`src/rtl/wb_pkg.sv`:
```
`default_nettype none
// ============================================================================
//  Module      : wb_pkg
//  Description : Shared constants and state encoding for the Wishbone
//                request master (data/select widths, FSM state codes).
//  Revision    : 1.0 - initial release
// ============================================================================
package wb_pkg;

    // Bus data width and byte-lane select width (8-bit granularity)
    localparam int c_DW = 32;
    localparam int c_SW = 4;

    // FSM state type and codes
    typedef logic [0:0] wb_state_t;
    localparam logic [0:0] c_ST_IDLE   = 1'b0;
    localparam logic [0:0] c_ST_ACTIVE = 1'b1;

endpackage : wb_pkg
`default_nettype wire

```
`src/rtl/wb_watchdog.sv`:
```
`default_nettype none
// ============================================================================
//  Module      : wb_watchdog
//  Description : Loadable down-counter. Loaded when a strobe is issued,
//                decremented on every running cycle, and flags expiry when a
//                running cycle finds the count already at zero.
//  Revision    : 1.0 - initial release
// ============================================================================
module wb_watchdog #(
    parameter int CNTW = 8
) (
    input  logic            clk,
    input  logic            rst,
    input  logic            i_load,
    input  logic [CNTW-1:0] i_load_val,
    input  logic            i_run,
    output logic            o_expire
);

    logic [CNTW-1:0] r_cnt;

    // Count register: load takes priority, otherwise count down while running
    always_ff @(posedge clk or posedge rst) begin
        if (rst) begin
            r_cnt <= '0;
        end else if (i_load) begin
            r_cnt <= i_load_val;
        end else if (i_run && (r_cnt != '0)) begin
            r_cnt <= r_cnt - 1'b1;
        end
    end

    // Expiry is only meaningful on a running (un-acknowledged) cycle
    assign o_expire = i_run && (r_cnt == '0);

endmodule : wb_watchdog
`default_nettype wire

```
`src/rtl/wb_req_master.sv`:
```
`default_nettype none
// ============================================================================
//  Module      : wb_req_master
//  Description : Single-outstanding Wishbone B.4 classic-cycle master.
//                Accepts valid/ready requests, drives the bus, and returns
//                a one-cycle response pulse (read data or write completion).
//                A watchdog aborts cycles the slave never acknowledges.
//  Revision    : 1.0 - initial release
// ============================================================================
module wb_req_master
    import wb_pkg::*;
#(
    parameter int AW      = 32,
    parameter int TIMEOUT = 16,
    parameter int CNTW    = 8
) (
    input  logic            CLK_I,
    input  logic            RST_I,
    // request side
    input  logic            req_valid,
    output logic            req_ready,
    input  logic            req_we,
    input  logic [AW-1:0]   req_adr,
    input  logic [c_SW-1:0] req_sel,
    input  logic [c_DW-1:0] req_wdat,
    // response side
    output logic            rsp_valid,
    output logic [c_DW-1:0] rsp_rdat,
    output logic            rsp_err,
    // Wishbone master side
    output logic            CYC_O,
    output logic            STB_O,
    output logic            WE_O,
    output logic [AW-1:0]   ADR_O,
    output logic [c_SW-1:0] SEL_O,
    output logic [c_DW-1:0] DAT_O,
    input  logic [c_DW-1:0] DAT_I,
    input  logic            ACK_I
);

    // The watchdog counter must be able to hold TIMEOUT-1
    generate
        if ((TIMEOUT < 0) || ((TIMEOUT >> CNTW) != 0)) begin : g_bad_timeout
            $error("wb_req_master: TIMEOUT must be in [0, 2**CNTW)");
        end
    endgenerate

    wb_state_t       r_state;
    logic            r_cyc;
    logic            r_stb;
    logic            r_we;
    logic [AW-1:0]   r_adr;
    logic [c_SW-1:0] r_sel;
    logic [c_DW-1:0] r_dat;
    logic            r_rsp_valid;
    logic [c_DW-1:0] r_rsp_rdat;
    logic            r_rsp_err;

    logic            w_active;
    logic            w_ack;
    logic            w_accept;
    logic            w_expire;

    // ACK_I only counts while our strobe is up, so a slave holding ACK
    // permanently high cannot create responses from an idle bus.
    assign w_active  = (r_state == c_ST_ACTIVE);
    assign w_ack     = ACK_I && r_stb;
    assign req_ready = (r_state == c_ST_IDLE) || w_ack;
    assign w_accept  = req_valid && req_ready;

    generate
        if (TIMEOUT > 0) begin : g_wd
            wb_watchdog #(
                .CNTW (CNTW)
            ) u_wd (
                .clk        (CLK_I),
                .rst        (RST_I),
                .i_load     (w_accept),
                .i_load_val (CNTW'(TIMEOUT - 1)),
                .i_run      (w_active && !ACK_I),
                .o_expire   (w_expire)
            );
        end else begin : g_no_wd
            assign w_expire = 1'b0;
        end
    endgenerate

    // Bus-side FSM: load on accept (also back-to-back), release on ACK or abort
    always_ff @(posedge CLK_I or posedge RST_I) begin
        if (RST_I) begin
            r_state <= c_ST_IDLE;
            r_cyc   <= 1'b0;
            r_stb   <= 1'b0;
            r_we    <= 1'b0;
            r_adr   <= '0;
            r_sel   <= '0;
            r_dat   <= '0;
        end else if (w_accept) begin
            r_state <= c_ST_ACTIVE;
            r_cyc   <= 1'b1;
            r_stb   <= 1'b1;
            r_we    <= req_we;
            r_adr   <= req_adr;
            r_sel   <= req_sel;
            r_dat   <= req_we ? req_wdat : '0;
        end else if (w_active && (w_ack || w_expire)) begin
            r_state <= c_ST_IDLE;
            r_cyc   <= 1'b0;
            r_stb   <= 1'b0;
        end
    end

    // Response pulse: data only on acknowledged reads, error only on abort
    always_ff @(posedge CLK_I or posedge RST_I) begin
        if (RST_I) begin
            r_rsp_valid <= 1'b0;
            r_rsp_rdat  <= '0;
            r_rsp_err   <= 1'b0;
        end else begin
            r_rsp_valid <= w_ack || w_expire;
            r_rsp_err   <= w_expire;
            r_rsp_rdat  <= (w_ack && !r_we) ? DAT_I : '0;
        end
    end

    assign CYC_O     = r_cyc;
    assign STB_O     = r_stb;
    assign WE_O      = r_we;
    assign ADR_O     = r_adr;
    assign SEL_O     = r_sel;
    assign DAT_O     = r_dat;
    assign rsp_valid = r_rsp_valid;
    assign rsp_rdat  = r_rsp_rdat;
    assign rsp_err   = r_rsp_err;

endmodule : wb_req_master
`default_nettype wire

```
`config.mk`:
```
export PLATFORM = sky130hd
export DESIGN_NAME = wb_req_master
export DESIGN_NICKNAME = d
export VERILOG_FILES = /design/src/rtl/wb_pkg.sv /design/src/rtl/wb_watchdog.sv /design/src/rtl/wb_req_master.sv
export SDC_FILE = /design/constraint.sdc
export NUM_CORES = 1
export LEC_CHECK = 0
export ABC_CLOCK_PERIOD_IN_PS = 4000
export CAP_MARGIN = 20
export CORE_MARGIN = 2
export CORE_UTILIZATION = 40
export CTS_CLUSTER_SIZE = 8
export DETAILED_ROUTE_END_ITERATION = 10
export PLACE_DENSITY = 0.79
export RECOVER_POWER = 100
export SYNTH_ARGS = -nofsm -noshare
export SYNTH_HDL_FRONTEND = slang
export SYNTH_SLANG_ARGS = --single-unit
```
`constraint.sdc`:
```
create_clock -name CLK_I -period 4 [get_ports CLK_I]
set_input_delay 0.4 -clock CLK_I [delete_from_list [all_inputs] [get_ports CLK_I]]
set_output_delay 0.4 -clock CLK_I [all_outputs]
set_load 0.02 [all_outputs]
```
# Yosys cells after proc, flatten, opt, wreduce, memory -nomap -nowiden
# Cells that the tools add are included.
# word_totals
reg_bits	112
inputBits	105
output_inout_bits	106
wordCells	32
# classes
add_sub_neg	1
muxes	6
bitwise_logic	1
n_reduce_logical	15
# op_table
op	n
$mux 32	2
$mux 8	2
$logic_not 8->1	1
$reduce_bool 8->1	1
$sub 8x1->8 const B	1
$logic_and 1x1->1	7
$reduce_bool 2->1	2
$logic_not 1->1	2
$logic_or 1x1->1	2
$mux 1	2
$not 1->1	1

# Longest topological paths before layout
# Gate-level depths: netlist of run 1.
# depth
ltp_word	7
mapped_depth	7
ltp_nobuf	6

# Modules after synthesis
# From an unflattened synthesis of run 1, not the netlist that was laid out.
# hier_totals
cells_unflattened	335
area_unflattened_um2	4616.9
# by_module_without_submodules
mod	n_inst	cells_per_inst	area_per_inst_um2	seq_area_each_um2
wb_req_master	1	271	4063.9	2602.5
wb_watchdog	1	64	553.0	200.2

# Worst setup path before layout of run 1
# No wires, ideal clock.
# synth_path
kind	register to register
startpoint	reg r_stb, in the netlist STB_O
endpoint	reg r_adr[0], in the netlist ADR_O[0]
setup_time_ps	125
arrival_ps	1482
required_ps	3875
path_slack_ps	2392
path_stages_with_launch	7
path_buffers	2
period_less_slack_ps	1608
path_cell_list	dfrtp_1 -> nor2b_4 -> inv_4 -> nand2_4 -> buf_6 -> buf_6 -> mux2_4
# synth_via
elab_chain_len	3
word_cells_on_any_way	4
classes_between	1 x bitwise; 3 x reduce/logical
# synth_lines
item	line	text
from (decl)	wb_req_master.sv:50	logic r_stb;
from (signal assigned)	wb_req_master.sv:93	r_stb <= 1'b0;
from (signal assigned)	wb_req_master.sv:101	r_stb <= 1'b1;
from (signal assigned)	wb_req_master.sv:109	r_stb <= 1'b0;
$logic_and 1x1->1 / $not 1->1 (equally long branches)	--	
$logic_or 1x1->1 *	wb_req_master.sv:68	assign req_ready = (r_state == c_ST_IDLE) || w_ack;
named net req_ready	wb_req_master.sv:21	output logic req_ready,
$logic_and 1x1->1 *	wb_req_master.sv:69	assign w_accept = req_valid && req_ready;
to (signal assigned)	wb_req_master.sv:103	r_adr <= req_adr;
to (decl)	wb_req_master.sv:52	logic [AW-1:0] r_adr;
# The timed path passes the listed nets; every way through them passes the cells marked *.
# A chain may end at the register's enable or synchronous reset.

# Final worst setup path of run 1
# layout_path
startpoint	in ACK_I
endpoint	reg r_dat[12], in the netlist DAT_O[12]
# layout_via
elab_chain_len	3
# layout_lines
item	line	text
from (decl)	wb_req_master.sv:38	input logic ACK_I
$logic_and 1x1->1	wb_req_master.sv:67	assign w_ack = ACK_I && r_stb;
$logic_or 1x1->1	wb_req_master.sv:68	
$logic_and 1x1->1	wb_req_master.sv:69	
to (signal assigned)	wb_req_master.sv:105	r_dat <= req_we ? req_wdat : '0;
to (decl)	wb_req_master.sv:54	logic [c_DW-1:0] r_dat;
# No other way between the ends.

==> results of run 1 <==
routing by layer:
layer	vias up	global-route usage, %	wire length (µm)
met3	13	9.56	1390
met2	174	30.9	5030
met1	1529	21.0	3960
met4	0	5.86	159
met5	-	0	0
li1	1536	-	-
registers in the layout (all words and copies together), names as in the netlist:
| signal | count |
|---|---|
| STB_O | 1 |
| g_wd.u_wd.r_cnt | 8 |
| rsp_valid | 1 |
| DAT_O | 32 |
| rsp_err | 1 |
| rsp_rdat | 32 |
| ADR_O | 32 |
| SEL_O | 4 |
| WE_O | 1 |
synth_stat cells, drive strengths merged:
master   instances  share of area, %
a21oi            6              0.79
a221oi           1              0.20
a2bb2oi          1              0.20
a31oi            1              0.15
and2            32               4.7
and3             2              0.29
and4bb           1              0.29
buf             10               1.7
clkbuf           9              0.79
dfrtp          112                66
ha               2              0.58
inv              5              0.50
mux2            37                11
mux2i            1              0.23
nand2           70               6.3
nand2b           1              0.15
nand3            1              0.12
nand4            1              0.15
nand4b           1              0.20
nor2             4              0.35
nor2b            2              0.47
nor3             2              0.23
nor4             1              0.29
nor4b            1              0.56
o211ai           1              0.18
o21a             1              0.18
o21ai           35               4.1
o41ai            1              0.20
critical path, cell delays in order:
cell and delay [ps]:
dlygate4sd3_1 600, nor2b_4 210, inv_4 70, nand2_2 1100, clkbuf_1 450, o21ai_0 170
per-stage QoR:
step,util [%],instances,power (µW),hold WS [ps]
final,63.6,690,2520,482
after global routing,63.6,690,2660,516
after CTS,64.3,689,2630,499
after detailed placement,62.6,673,2000,476
after global placement,62.6,673,1990,465
after floorplan,-,342,1630,508
path summary, 6_finish.rpt:
kind                       startpoint           end  slack [ps]
setup / recovery                ACK_I     DAT_O[12]        1240
hold / removal               DAT_O[5]      DAT_O[5]         480
setup reg to reg                STB_O     DAT_O[12]        1420
hold reg to reg              DAT_O[5]      DAT_O[5]         480
max in group asynchronous       RST_I      DAT_O[2]        1710
min in group asynchronous       RST_I  rsp_rdat[20]        1160
kinds of logic (layout without fill, tap and decap cells):
kind of cell	Yosys count	count (layout)	synth area share [%]
AO/OA/AOI/OAI	47	47	6.00
adder cells (fa/ha/maj)	2	2	0.585
buffers and inverters	24	236	2.95
flip-flops	112	112	65.5
multiplexers	38	38	10.9
AND/OR/NAND/NOR	119	119	14.1
power by group through the flow:
stage | registers [µW] | logic (µW) | clock network, µW
finish | 1300 | 607 | 617
global route | 1310 | 656 | 689
CTS | 1300 | 680 | 642
global placement | 1320 | 666 | 0
floorplan | 1460 | 170 | 0
detailed placement | 1330 | 678 | 0
final cells by class:
cell class                 count  area, µm²  area share [%]
timing repair buffer         215       2150            32.5
sequential                   112       2800            42.5
clock inverter                 4       30.0           0.455
multi-input combinational    206       1280            19.4
clock buffer                  12        145            2.20
inverter                       5       22.5           0.341
tap                          136        170            2.58
==> reports/qor.txt, run 1 <==
Status: finished with violations
Vias per cell: 4.71
Avg Cell Area, Syn: 12.5 µm²
Hold crit path type: reg -> reg
Post-CTS setup buffer count: 0
Switching Power: 731 µW
IO buf count: 210
Initial antenna violation count: 0
Critical path class: in -> reg
Max-slew headroom: -67.0%
CTS clock-pin slew for the worst setup and hold paths: 100 ps
Sink Count: 112
Startpoint types: input port
DP Area: 0.00649 mm²
Synth Instances: 342
Final instance area: 0.00660 mm²
Switching Share: 29.0%
DP Wirelength: 7920 µm
DRT Wirelength: 10500 µm
Power Density: 382 mW/mm²
Initial core utilization: 41.3%
CTS Buf Count: 9
Core Box Area: 0.0104 mm²
Final slew viol count: 140
Worst Path Arrival: 3000 ps
Register area share after synthesis: 65.5%
Highest Clock Rate: 362 MHz
Sequential Power Share: 51.4%
Comb pwr share: 24.1%
Tcrit/Tclk final: 69.1%
WHS Path Cells: 2
Max VDD drop: 0.000250 V
Area grow syn2layout: 54.3%
CP required: 4240 ps
Final setup margin: 1240 ps
Cell Area, Synth: 0.00428 mm²
Most common cell after layout, fill and taps aside: dfrtp_1
Yosys reg bits: 112
Hold Buf Count CTS: 0
Max Buffers Root-to-Sink: 2
Vias in the first global route: 3264
Ys Warns: 0
TritonCTS clock tree: built
Drt drc: 0
Post-synth cell types: 36
Count of final setup violators: 0
Crit end category: register
Most frequent cells in the layout: 112 x dfrtp_1, 108 x dlygate4sd3_1, 102 x clkdlybuf4s50_1, 69 x nand2_1, 37 x mux2_1
Fin. Hold Viols: 0
First-pass DRT Iterations: 4
Clock network fraction of design power: 24.5%
NumNets Final: 656
Antenna Cells: 0
Chip height: 107 µm
Total number of vias: 3252
GR Overflow Total: 0
Placement row count: 37
Net Count, Synth: 449
Worst Path Max Fanout: 82
Leak: 0.00302 µW
Fillers: 829
RePlAce Congestion: 0.804
Initial DRC count: 99
Largest net degree at the start of global routing: 83
I/O pin cnt: 211
Worst Max-Slew Pin Slew: 2490 ps
Max-Cap Viols: 2
Worst skew pair latency: 370 ps
Failing checks: max-capacitance violations, max-slew violations
Share of post-route cells with drive strength above 1: 3.61%
Die area: 0.0115 mm²
Fin crit period: 2760 ps
Post-Place Worst Slack: 1540 ps
Clock Root Buffer: clkbuf_8
Clk_skew: 8.53 ps
GR Util All Layers: 18.7%
Remaining antenna violation count after routing: 0
H-Tree Depth: 3
P_int: 1790 µW
Unrepaired setup endpoints after global routing: no
Cts repair resizes: 0
Die width: 107 µm
First-pass GRT wire length: 16500 µm
Setup TNS: 0 ps
R2R cell count: 5
Routed len/inst: 15.3 µm
(Power assumes the default switching activity.)
==> run 2, diff against run 1 <==
--- a/config.mk
+++ b/config.mk
@@ -5,7 +5,7 @@
 export SDC_FILE = /design/constraint.sdc
 export NUM_CORES = 1
 export LEC_CHECK = 0
-export ABC_CLOCK_PERIOD_IN_PS = 4000
+export ABC_CLOCK_PERIOD_IN_PS = 2600
 export CAP_MARGIN = 20
 export CORE_MARGIN = 2
 export CORE_UTILIZATION = 40
==> constraint.sdc (replaced) <==
create_clock -name CLK_I -period 2.6 [get_ports CLK_I]
set_input_delay 0.26 -clock CLK_I [delete_from_list [all_inputs] [get_ports CLK_I]]
set_output_delay 0.26 -clock CLK_I [all_outputs]
set_load 0.02 [all_outputs]
==> run 2 against run 1 <==
Against the previous run: the flow now finishes without violations; worst hold slack got worse by 77 ps; critical path depth decreased by 3; register-to-register slack got worse by 860 ps; critical path type is now reg -> out.
==> reports/qor.txt, run 2 (synthesis gave the netlist of run 1 again) <==
Status: completed
Max-Cap Viols: 0 (-2)
DP Area: 0.00652 mm² (+0.44%)
Crit end category: primary output
Area of the multi-input gates: 0.00128 mm² (-0.29%)
Initial core utilization: 41.3% (unchanged)
Count of final setup violators: 0 (unchanged)
Sequential standard cell area: 0.00280 mm² (unchanged)
Core Box Area: 0.0104 mm² (unchanged)
Sink Count: 112 (unchanged)
R2R cell count: 6 (+1)
Power Density: 597 mW/mm² (+56%)
CP bufs+invs: 2 (-1)
Leak: 0.00303 µW (+0.32%)
Fillers: 815 (-1.7%)
GR Util All Layers: 18.8% (+0.11 points)
Cts repair resizes: 0 (unchanged)
CTS clock-pin slew for the worst setup and hold paths: 100 ps (about the same)
Unrepaired setup endpoints after global routing: no
Critical path class: reg -> out
Max Buffers Root-to-Sink: 2 (unchanged)
Tcrit/Tclk final: 80.7%
IO buf count: 210 (unchanged)
Reg2Reg Capture Point: g_wd.u_wd.r_cnt[4]
Fin. Hold Viols: 0 (unchanged)
FF-to-FF Start: g_wd.u_wd.r_cnt[0]
NumNets Final: 657 (+0.15%)
First-pass DRT Iterations: 4 (unchanged)
Final instance area: 0.00663 mm² (+0.51%)
Most frequent cells in the layout: 112 x dfrtp_1, 106 x dlygate4sd3_1, 104 x clkdlybuf4s50_1, 70 x nand2_1, 37 x mux2_1
Chip height: 107 µm (unchanged)
CP required: 2340 ps (-1900 ps)
H-Tree Depth: 3 (unchanged)
Initial DRC count: 137 (+38%)
Worst Max-Slew Pin Slew: 1450 ps (-1040 ps)
Area grow syn2layout: 55.1%
GR Layer Usage met3: 9.08% (-0.48 points)
Critical path origin: STB_O
Max VDD drop: 0.000522 V (+110%)
CP max stage delay: 550 ps (-550 ps)
Critical Path, Cell by Cell: nor2b_1 > inv_4 > clkdlybuf4s50_1
TritonCTS clock tree: built
Crit path depth: 3 (-3)
Share of post-route cells with drive strength above 1: 4.32% (+0.71 points)
Inst Count DP: 675 (+0.30%)
Setup TNS: 0 ps (unchanged)
Final slew viol count: 0 (-100%)
Worst skew pair latency: 390 ps (+20 ps)
Highest Clock Rate: 477 MHz
Most Crowded Layer GR: met2
Met2 GRT Util: 30.5% (-0.41 points)
I/O pin cnt: 211 (unchanged)
Hold crit path type: in -> reg
Most common cell after layout, fill and taps aside: dfrtp_1
Die area: 0.0115 mm² (unchanged)
Placement row count: 37 (unchanged)
Fin crit period: 2100 ps
Total number of vias: 3246 (-0.18%)
Largest net degree at the start of global routing: 61 (-27%)
Antenna Cells: 0 (unchanged)
Remaining antenna violation count after routing: 0 (unchanged)
DP Wirelength: 7780 µm (-1.8%)
Max-slew headroom: 3.05% (+70 points)
Crit-path leading delay family: buffers and inverters
RePlAce Congestion: 0.770 (-4.2%)
Vias per cell: 4.70 (-0.33%)
Slowest library cell on the worst path: clkdlybuf4s50_1
M1 GR Usage: 21.5% (+0.45 points)
GR Overflow Total: 0 (unchanged)
Worst Path Max Fanout: 6 (-93%)
Power Total: 3960 µW (+57%)
Setup crit end: req_ready
Clock Root Buffer: clkbuf_8
Clk_skew: 5.39 ps (-3.14 ps)
Hold Buf Count CTS: 0 (unchanged)
Worst Path Arrival: 1840 ps (-1160 ps)
Die width: 107 µm (unchanged)
First-pass GRT wire length: 16600 µm (+0.58%)
Initial antenna violation count: 0 (unchanged)
Startpoint types: register
Post-CTS setup buffer count: 0 (unchanged)
DRT Wirelength: 10400 µm (-1.1%)
FF-to-FF setup slack: 560 ps (-860 ps)
CTS Buf Count: 9 (unchanged)
Drt drc: 0 (unchanged)
Fin cells: 691 (+0.14%)
Routed len/inst: 15.1 µm (-1.2%)
Vias in the first global route: 3404 (+4.3%)
## run 2: cell types whose count changed in the layout (fill, tap and decap cells not counted), moves of 2 or more
cell             change
dlygate4sd3_1        -2
clkbuf_2             +2
clkbuf_1             -4
clkinvlp_4           +3
clkdlybuf4s50_1      +2
clkinv_4             -2
and2_1               -3
and2_0               +3
## run 2: layout make-up
class / instances / share of cell area [%]
Inverter: 5 / 0.377
Tap cell: 136 / 2.57
Multi-Input combinational cell: 206 / 19.3
Sequential cell: 112 / 42.2
Timing Repair Buffer: 216 / 32.6
Clock buffer: 9 / 1.87
Clock inverter: 7 / 1.08
## run 2: worst min-delay path, delay by kind of cell
kind | cells | cell delay, ps
buffers and inverters | 1 | 390
AOI/OAI and AO/OA | 1 | 50
and+or+nand+nor | 1 | 60
## run 2: routing by layer
metal  vias to the layer above  share of wire (%)
li1                       1545                  -
met1                      1524                 40
met2                       163                 47
met3                        14                 11
met4                         0                1.8
met5                         -                  0
## run 2: where the power goes
part           switching, µW  internal (µW)  leakage [µW]
Combinational            470            461       0.00152
Sequential              81.3           1910       0.00142
Clock                    590            445     0.0000916
## run 2: per-stage QoR
stage	hold slack, ps	worst slack [ps]	utilization [%]
global route	399	318	64.0
detailed placement	474	691	62.9
CTS	379	629	64.7
floorplan	389	983	-
finish	405	503	64.0
global placement	468	743	62.9
## run 2: how the worst min path moves through the flow
stage,from,end,cells after the start
floorplan,DAT_I[0],rsp_rdat[0],1
global placement,DAT_O[12],DAT_O[12],2
detailed placement,DAT_O[21],DAT_O[21],2
CTS,req_wdat[23],DAT_O[23],3
global route,DAT_I[19],rsp_rdat[19],2
finish,req_wdat[23],DAT_O[23],3
